===== src/rtl/alu_result_serializer_pkg.sv =====
// Shared CR16 byte-stream constants, serializer state type and small helpers.
package alu_result_serializer_pkg;

   // CR16 byte width and ALU status flag width (shared with the ALU side).
   localparam int CR16_BYTE_W   = 8;
   localparam int CR16_STATUS_W = 5;

   // Serializer control states: waiting for a result, or streaming a frame.
   typedef enum logic {
      S_IDLE = 1'b0,
      S_SEND = 1'b1
   } ser_state_e;

   // Byte-index counter width; a one-byte frame still gets a 1-bit counter.
   function automatic int idx_width(input int n);
      return (n <= 1) ? 1 : $clog2(n);
   endfunction

   // Status byte as sent on the wire: zero-padded flags in the low bits.
   function automatic logic [CR16_BYTE_W-1:0] status_byte(input logic [CR16_STATUS_W-1:0] s);
      return {{(CR16_BYTE_W - CR16_STATUS_W){1'b0}}, s};
   endfunction

endpackage


===== src/rtl/alu_result_serializer.sv =====
// Captures one ALU result plus status flags and streams them out as a
// valid/ready byte frame: result bytes MSB first, then an optional status byte.
module alu_result_serializer
   import alu_result_serializer_pkg::*;
#(
   parameter int P_WIDTH       = 16,
   parameter int P_SEND_STATUS = 1
) (
   input  logic                     I_CLK,
   input  logic                     I_NRESET,
   input  logic [P_WIDTH-1:0]       I_RESULT,
   input  logic [CR16_STATUS_W-1:0] I_STATUS,
   input  logic                     I_VALID,
   output logic                     O_READY,
   output logic [CR16_BYTE_W-1:0]   O_BYTE,
   output logic                     O_BYTE_VALID,
   input  logic                     I_BYTE_READY,
   output logic                     O_LAST
);

   localparam int NRES  = P_WIDTH / CR16_BYTE_W;
   localparam int N     = NRES + P_SEND_STATUS;
   localparam int IDX_W = idx_width(N);
   localparam logic [IDX_W-1:0] LAST_IDX = IDX_W'(N - 1);
   localparam logic SINGLE_BYTE = (N == 1);

   ser_state_e               state_q, state_d;
   logic [P_WIDTH-1:0]       word_q, word_d;
   logic [CR16_STATUS_W-1:0] status_q, status_d;
   logic [IDX_W-1:0]         idx_q, idx_d;
   logic [CR16_BYTE_W-1:0]   byte_q, byte_d;
   logic                     byte_valid_q, byte_valid_d;
   logic                     last_q, last_d;
   logic                     ready_q, ready_d;

   logic [IDX_W-1:0]         nxt_idx;
   logic [CR16_BYTE_W-1:0]   sel_byte;
   logic [CR16_BYTE_W-1:0]   res_bytes [NRES];

   // Slice the latched word into bytes, index 0 being the most significant.
   for (genvar gi = 0; gi < NRES; gi++) begin : g_res_bytes
      assign res_bytes[gi] = word_q[P_WIDTH-1-CR16_BYTE_W*gi -: CR16_BYTE_W];
   end

   // Pick the byte that follows the current one; past the result bytes it is the status byte.
   always_comb begin
      nxt_idx  = idx_q + 1'b1;
      sel_byte = status_byte(status_q);
      for (int b = 0; b < NRES; b++) begin
         if (nxt_idx == IDX_W'(b)) begin
            sel_byte = res_bytes[b];
         end
      end
   end

   // Next-state and output logic: capture in idle, advance on each accepted byte.
   always_comb begin
      state_d      = state_q;
      word_d       = word_q;
      status_d     = status_q;
      idx_d        = idx_q;
      byte_d       = byte_q;
      byte_valid_d = byte_valid_q;
      last_d       = last_q;
      ready_d      = ready_q;
      case (state_q)
         S_IDLE: begin
            if (I_VALID && ready_q) begin
               word_d       = I_RESULT;
               status_d     = I_STATUS;
               byte_d       = I_RESULT[P_WIDTH-1 -: CR16_BYTE_W];
               byte_valid_d = 1'b1;
               idx_d        = '0;
               last_d       = SINGLE_BYTE;
               ready_d      = 1'b0;
               state_d      = S_SEND;
            end
         end
         S_SEND: begin
            if (byte_valid_q && I_BYTE_READY) begin
               if (last_q) begin
                  // Frame done; re-capture only becomes possible on the following edge.
                  byte_valid_d = 1'b0;
                  last_d       = 1'b0;
                  idx_d        = '0;
                  ready_d      = 1'b1;
                  state_d      = S_IDLE;
               end else begin
                  idx_d  = nxt_idx;
                  byte_d = sel_byte;
                  last_d = (nxt_idx == LAST_IDX);
               end
            end
         end
         default: begin
            state_d = S_IDLE;
         end
      endcase
   end

   // State registers with asynchronous active-low reset; a reset abandons any frame.
   always_ff @(posedge I_CLK or negedge I_NRESET) begin
      if (!I_NRESET) begin
         state_q      <= S_IDLE;
         word_q       <= '0;
         status_q     <= '0;
         idx_q        <= '0;
         byte_q       <= '0;
         byte_valid_q <= 1'b0;
         last_q       <= 1'b0;
         ready_q      <= 1'b1;
      end else begin
         state_q      <= state_d;
         word_q       <= word_d;
         status_q     <= status_d;
         idx_q        <= idx_d;
         byte_q       <= byte_d;
         byte_valid_q <= byte_valid_d;
         last_q       <= last_d;
         ready_q      <= ready_d;
      end
   end

   assign O_READY      = ready_q;
   assign O_BYTE       = byte_q;
   assign O_BYTE_VALID = byte_valid_q;
   assign O_LAST       = last_q;

endmodule

===== config.mk =====
export PLATFORM = sky130hd
export DESIGN_NAME = alu_result_serializer
export DESIGN_NICKNAME = d
export VERILOG_FILES = /design/src/rtl/alu_result_serializer_pkg.sv /design/src/rtl/alu_result_serializer.sv
export SDC_FILE = /design/constraint.sdc
export NUM_CORES = 1
export LEC_CHECK = 0
export CORE_ASPECT_RATIO = 2
export CORE_UTILIZATION = 40
export DETAILED_ROUTE_END_ITERATION = 7
export GPL_TIMING_DRIVEN = 0
export PLACE_DENSITY_LB_ADDON = 0.3
export SLEW_MARGIN = 25
export SYNTH_ARGS = -nofsm -noshare
export SYNTH_HDL_FRONTEND = slang
export SYNTH_SLANG_ARGS = --single-unit

===== constraint.sdc =====
create_clock -name I_CLK -period 1.92 [get_ports I_CLK]
set_input_delay 0.384 -clock I_CLK [delete_from_list [all_inputs] [get_ports I_CLK]]
set_output_delay 0.384 -clock I_CLK [all_outputs]
set_load 0.02 [all_outputs]

==> results of run 1 <==
==> metrics by stage <==
| stage | setup slack [ns] | cell area [um2] | util | setup TNS [ns] |
|---|---|---|---|---|
| 4_1_cts | 0.0451 | 2220 | 0.544 | 0 |
| 2_1_floorplan | 0.499 | 1690 | - | 0 |
| 3_5_place_dp | 0.0734 | 2120 | 0.519 | 0 |
| 3_3_place_gp | -0.314 | 2110 | 0.515 | -10.61 |
| 6_report | 0.0445 | 2220 | 0.544 | 0 |
| 5_1_grt | 0.00154 | 2220 | 0.544 | 0 |
==> power breakdown <==
part           internal (W)  switching [W]
clock network      0.000289       0.000257
registers          0.000737              0
logic             0.0000502      0.0000290
==> state kept, by name, indices dropped and copies added, names as in the netlist <==
register and count:
res_bytes 16, O_BYTE 8, status_q 5, idx_q 2, O_BYTE_VALID 1, O_LAST 1
O_READY 1, state_q 1
==> cell families (layout without fill, tap and decap cells) <==
logic type      count (synthesis)  after routing  synth area share
compound gates                 19             19            0.0807
mux                             8              8            0.0533
simple gates                  100            100             0.275
buf+inv                        11             56            0.0422
flops                          35             35             0.519
fa+ha+maj                       4              4            0.0296
==> routing by layer <==
layer  up-vias  part of all wire
met2        39              0.54
met3        11             0.034
met4         0             0.029
met1       637              0.40
li1        675                 -
met5         -                 0
==> cell usage in the layout, fill, tap and decap left out, types with 4 or more instances in the layout <==
cell type	n
ha_1	4
nor3_1	5
dfrtp_1	34
clkbuf_8	6
nand3b_1	4
o211ai_1	5
a31oi_1	8
nand2_1	70
nand2b_1	10
buf_2	4
mux2_2	8
buf_4	5
clkdlybuf4s50_1	34
==> path summary, 6_finish.rpt <==
path                                 endpoint  cells past startpoint          from  slack (ns)
min in group asynchronous       res_bytes[10]                      2      I_NRESET        0.50
max in group asynchronous             O_READY                      3      I_NRESET        0.92
worst max register to register      O_BYTE[6]                      6      idx_q[0]        0.23
worst max-delay path                  O_READY                      1       O_READY        0.04
worst min-delay path             res_bytes[4]                      2  res_bytes[4]        0.47
worst min register to register   res_bytes[4]                      2  res_bytes[4]        0.47
==> layout make-up <==
class	count	area, um2	area share
Clock buffer	7	86.3	0.0389
Timing Repair Buffer	37	375	0.169
Sequential cell	35	877	0.395
Inverter	2	7.51	0.00338
Multi-Input combinational cell	131	742	0.334
Clock inverter	1	5.00	0.00225
Tap cell	52	65.1	0.0293
Buffer	9	63.8	0.0287
==> what timing repair did <==
action | in CTS | in global routing
hold endpoints to repair | 11 | 0
endpoints found under the setup margin | 0 | 0
hold buffers | 1 | 0
==> flow_summary_export.csv, run 1 <==
group,metric,value,unit
final_layout,instances_no_fill,274,
route,drt_pass1_iterations,4,
route,drt_iter0_drc,47,
power_and_ir_drop,p_per_area,613,mW/mm2
worst_setup_path,critical_path_arrival,1.49,ns
worst_setup_path,path_cells,"clkdlybuf4s50_1",
global_routing,grt_use_met1,0.219,
global_routing,grt_util_met2,0.340,
job,cap_violations,0,
timing,clock.fmax,0.533,GHz
logic_synthesis,avgSynthCellArea,9.55,um2
route,routedWlPerCell,13.7,um
final_layout,fin_nets,250,
worst_hold_path,hold_path.class,"reg -> reg",
global_routing,grt_max_degree,25,
clock_network,root_buffer,"clkbuf_8",
timing,skew,0.0122,ns
clock_network,cts_setup_buffers,0,
placement,place.gp.congestion,0.817,
worst_setup_path,critPathSlowestCell,"clkdlybuf4s50_1",
logic_synthesis,syn_area,0.00169,mm2
clock_network,cts.sink_count,35,
power_and_ir_drop,vdd.ir_drop.worst,0.000619,V
logic_synthesis,synth_flop_cell,"dfrtp_1",
power_and_ir_drop,power.total,0.00136,W
logic_synthesis,yosysSeqAreaShare,0.519,
placement,portBuffers,35,
floorplanning,die_h,93.9,um
global_routing,track_usage,0.203,
power_and_ir_drop,cellLeakagePower,1.10,nW
clock_network,post_cts_resized,0,
timing,period_share,0.977,
logic_synthesis,ys_top_cells_by_count,"nand2_1 (70), dfrtp_1 (34), nand2b_1 (10)",
floorplanning,start_util,0.414,
route,detail-route-antenna-nets,0,
logic_synthesis,synth_seq_cells,35,
final_layout,fillers,391,
clock_network,clk_pin_slew_worst_paths,0.07,ns
timing,setup_viol_count_final,0,
final_layout,areaGrowthSynthToFinish,31.5,%
logic_synthesis,synth.top_cell.area_share,0.503,
global_routing,antenna_found_initial,0,
clock_network,cts_tree,"done",
global_routing,grt_pass1_vias,1434,
placement,hpwl,2760,um
global_routing,busiest_layer,"met2",
route,remaining_drc_errors,0,
timing,rsz0062_at_grt,"false",
floorplanning,die_x,48.0,um
worst_setup_path,cp_top_family,"buffers and inverters",
timing,worstMarginPinSlew,0.315,ns
clock_network,clock_path_buffers,2,
timing,maxSlewHeadroom,0.790,
timing,finalHoldViolCount,0,
logic_synthesis,postSynthCellCount,177,
logic_synthesis,yosys.area.top_type,"dfrtp_1",
global_routing,grt_pass1_wl,6270,um
floorplanning,die_area,0.00451,mm2
timing,fin_crit,1.88,ns
route,vias_per_cell,4.97,
worst_setup_path,required,1.54,ns
floorplanning,core,0.00409,mm2
logic_synthesis,syn-num-nets,206,
route,routed_wl,3770,um
logic_synthesis,yosysMostFrequentCell,"nand2_1",
clock_network,clock_latency,0.29,ns
timing,slew_violations,0,
placement,dp_cells,265,
timing,hold_ws,0.469,ns
clock_network,htreeDepth,2,
clock_network,cts_made_buffers,5,
floorplanning,num_rows,33,
route,vias,1362,
worst_setup_path,cpPeakStageDelay,0.61,ns
outcome,status,"completed",
logic_synthesis,synth_edf_count,0,
final_layout,diodes,0,
global_routing,overflow,0,
worst_setup_path,crit_type,"reg -> out",
logic_synthesis,ys_async_sr_fraction,1.00,
global_routing,met3_usage,0.0423,
floorplanning,io_pins,36,
worst_setup_path,crit_buf_inv,1,
logic_synthesis,yosys_warnings,0,
worst_setup_path,cp-end-kind,"output port",
worst_setup_path,start_kind,"register",
final_layout,drive_gt1_frac,0.135,
logic_synthesis,synth.area.top_cells,"dfrtp_1 (50%), nand2_1 (16%), mux2_2 (5.3%)",
logic_synthesis,synth_cell_types,26,
worst_setup_path,crit_fanout,5,
No activity file was read; power rests on OpenSTA's default activity.
==> run 2: changes to the inputs <==
--- a/config.mk
+++ b/config.mk
@@ -5,12 +5,12 @@
 export SDC_FILE = /design/constraint.sdc
 export NUM_CORES = 1
 export LEC_CHECK = 0
-export CORE_ASPECT_RATIO = 2
+export CORE_ASPECT_RATIO = 1.4
 export CORE_UTILIZATION = 40
 export DETAILED_ROUTE_END_ITERATION = 7
+export DONT_BUFFER_PORTS = 1
 export GPL_TIMING_DRIVEN = 0
 export PLACE_DENSITY_LB_ADDON = 0.3
-export SLEW_MARGIN = 25
 export SYNTH_ARGS = -nofsm -noshare
 export SYNTH_HDL_FRONTEND = slang
 export SYNTH_SLANG_ARGS = --single-unit
==> run 2 against run 1 <==
  * Power is 6.0% lower
  * Global-route usage is 1.2 points lower
  * First-iteration DRC count is 15% higher
  * Flip-flop and latch count stayed put
  * Largest power group unchanged
  * Wire length is 0.90% lower
  * Utilization is 7.8 points lower
  * The run now ends with design-rule violations left
  * Fmax is 9.8% higher
  * Largest cell class unchanged
==> flow_summary_export.csv, run 2 (synthesis gave the netlist of run 1 again) <==
group,metric,value,unit
timing,maxSlewHeadroom,0.788,
global_routing,track_usage,0.191,
timing,period_share,0.889,
power_and_ir_drop,vdd.ir_drop.worst,0.000355,V
timing,tns,0,ns
final_layout,mostFrequentLayoutCells,"nand2_1 (70), dfrtp_1 (34), nand2b_1 (10)",
worst_setup_path,regToRegSetupSlack,0.21,ns
route,routedWlPerCell,16.2,um
floorplanning,die_x,56.9,um
timing,rsz0062_at_grt,"false",
final_layout,areaGrowthSynthToFinish,9.77,%
worst_setup_path,crit_path_start,"idx_q[0]",
placement,dp_slack,0.250,ns
route,detail-route-antenna-nets,0,
route,routed_wl,3730,um
timing,setup_viol_count_final,0,
clock_network,cts.sink_count,35,
floorplanning,start_util,0.424,
floorplanning,num_rows,27,
final_layout,diodes,0,
timing,worstMarginPinSlew,0.317,ns
final_layout,final_common_cell,"nand2_1",
job,cap_violations,0,
clock_network,cts_made_buffers,5,
power_and_ir_drop,p_per_area,690,mW/mm2
floorplanning,die_area,0.00449,mm2
final_layout,drive_gt1_frac,0.150,
clock_network,cts_setup_buffers,0,
global_routing,overflow,0,
timing,skew,0.00691,ns
worst_setup_path,rr_worst_depth,6,
timing,finalHoldViolCount,0,
final_layout,fin_nets,215,
route,remaining_drc_errors,8,
clock_network,cts_tree,"done",
clock_network,htreeDepth,2,
outcome,violations,"design-rule violations",
worst_setup_path,required,2.10,ns
final_layout,largest_reg_flops,16,
floorplanning,die_h,78.9,um
worst_hold_path,hp-start,"I_RESULT[1]",
placement,place.gp.congestion,0.760,
worst_setup_path,cp-end-kind,"register",
worst_setup_path,start_kind,"register",
floorplanning,core,0.00399,mm2
timing,fin_ws,0.212,ns
global_routing,grt_pass1_vias,1316,
placement,portBuffers,0,
worst_setup_path,r2r_end,"O_BYTE[6]",
global_routing,grt_pass1_wl,6370,um
final_layout,fillers,393,
timing,slew_violations,0,
power_and_ir_drop,cellLeakagePower,0.963,nW
worst_setup_path,crit_fanout,10,
worst_setup_path,crit_type,"reg -> reg",
global_routing,grt_max_degree,36,
floorplanning,io_pins,36,
worst_setup_path,rr_startpoint,"idx_q[0]",
worst_setup_path,critical_path_arrival,1.88,ns
route,vias_per_cell,5.30,
route,vias,1219,
route,drt_pass1_iterations,6,
worst_hold_path,hold_path.class,"in -> reg",
timing,fin_crit,1.71,ns
worst_hold_path,min_path_cells,2,
outcome,status,"complete, but fails checks",
clock_network,clock_path_buffers,2,
clock_network,root_buffer,"clkbuf_8",
timing,clock.fmax,0.586,GHz
global_routing,antenna_found_initial,0,
placement,hpwl,2680,um
clock_network,clock_latency,0.30,ns
route,drt_iter0_drc,54,
worst_hold_path,min_to,"res_bytes[1]",
clock_network,clk_pin_slew_worst_paths,0.07,ns
run 2: per-stage QoR:
stage | hold slack (ns) | cells | utilization | cell area (um2) | power [W]
2_1_floorplan | 0.0884 | 177 | - | 1690 | 0.000757
3_3_place_gp | 0.0893 | 220 | 0.438 | 1740 | 0.000758
3_5_place_dp | 0.0894 | 220 | 0.438 | 1740 | 0.000758
4_1_cts | 0.189 | 230 | 0.465 | 1860 | 0.00129
5_1_grt | 0.187 | 230 | 0.465 | 1860 | 0.00133
6_report | 0.191 | 230 | 0.465 | 1860 | 0.00128
run 2: critical path, stage by stage (launching register included):
cell	delay (ns)
dfrtp_1	0.45
inv_1	0.09
ha_1	0.33
buf_4	0.24
nand3b_1	0.13
a31oi_1	0.09
mux2_2	0.27
run 2: final cells by class:
cell class | count | area (um2) | share of cell area
inverter | 2 | 7.51 | 0.00405
timing repair buffer | 2 | 30.0 | 0.0162
sequential | 35 | 877 | 0.473
clock buffer | 7 | 76.3 | 0.0411
clock inverter | 1 | 5.00 | 0.00270
buffer | 9 | 63.8 | 0.0344
tap | 43 | 53.8 | 0.0290
multi-input combinational | 131 | 742 | 0.400
run 2: metal layers:
| layer | GRT usage | vias to the layer above | part of all wire |
|---|---|---|---|
| met3 | 0.0635 | 6 | 0.076 |
| met1 | 0.220 | 578 | 0.39 |
| met4 | 0.0732 | 0 | 0.018 |
| li1 | - | 601 | - |
| met5 | 0 | - | 0 |
| met2 | 0.325 | 34 | 0.52 |
run 2: worst max path at each step:
stage / slack, ns / end
2_1_floorplan: 0.50 / O_BYTE[5]
3_3_place_gp: 0.29 / O_BYTE[5]
3_5_place_dp: 0.25 / O_BYTE[6]
4_1_cts: 0.23 / O_BYTE[6]
5_1_grt: 0.10 / O_BYTE[5]
6_report: 0.21 / O_BYTE[6]
run 2: where the power goes:
| part | internal [W] | switching (W) | total [W] |
|---|---|---|---|
| sequential | 0.000737 | 0 | 0.000737 |
| clock | 0.000254 | 0.000262 | 0.000517 |
| combinational | 0.00000913 | 0.0000177 | 0.0000269 |
run 2: what timing repair did:
item	in CTS	in global routing
gates resized for setup	0	0
endpoints found under the hold margin	35	0
hold buffers	2	0
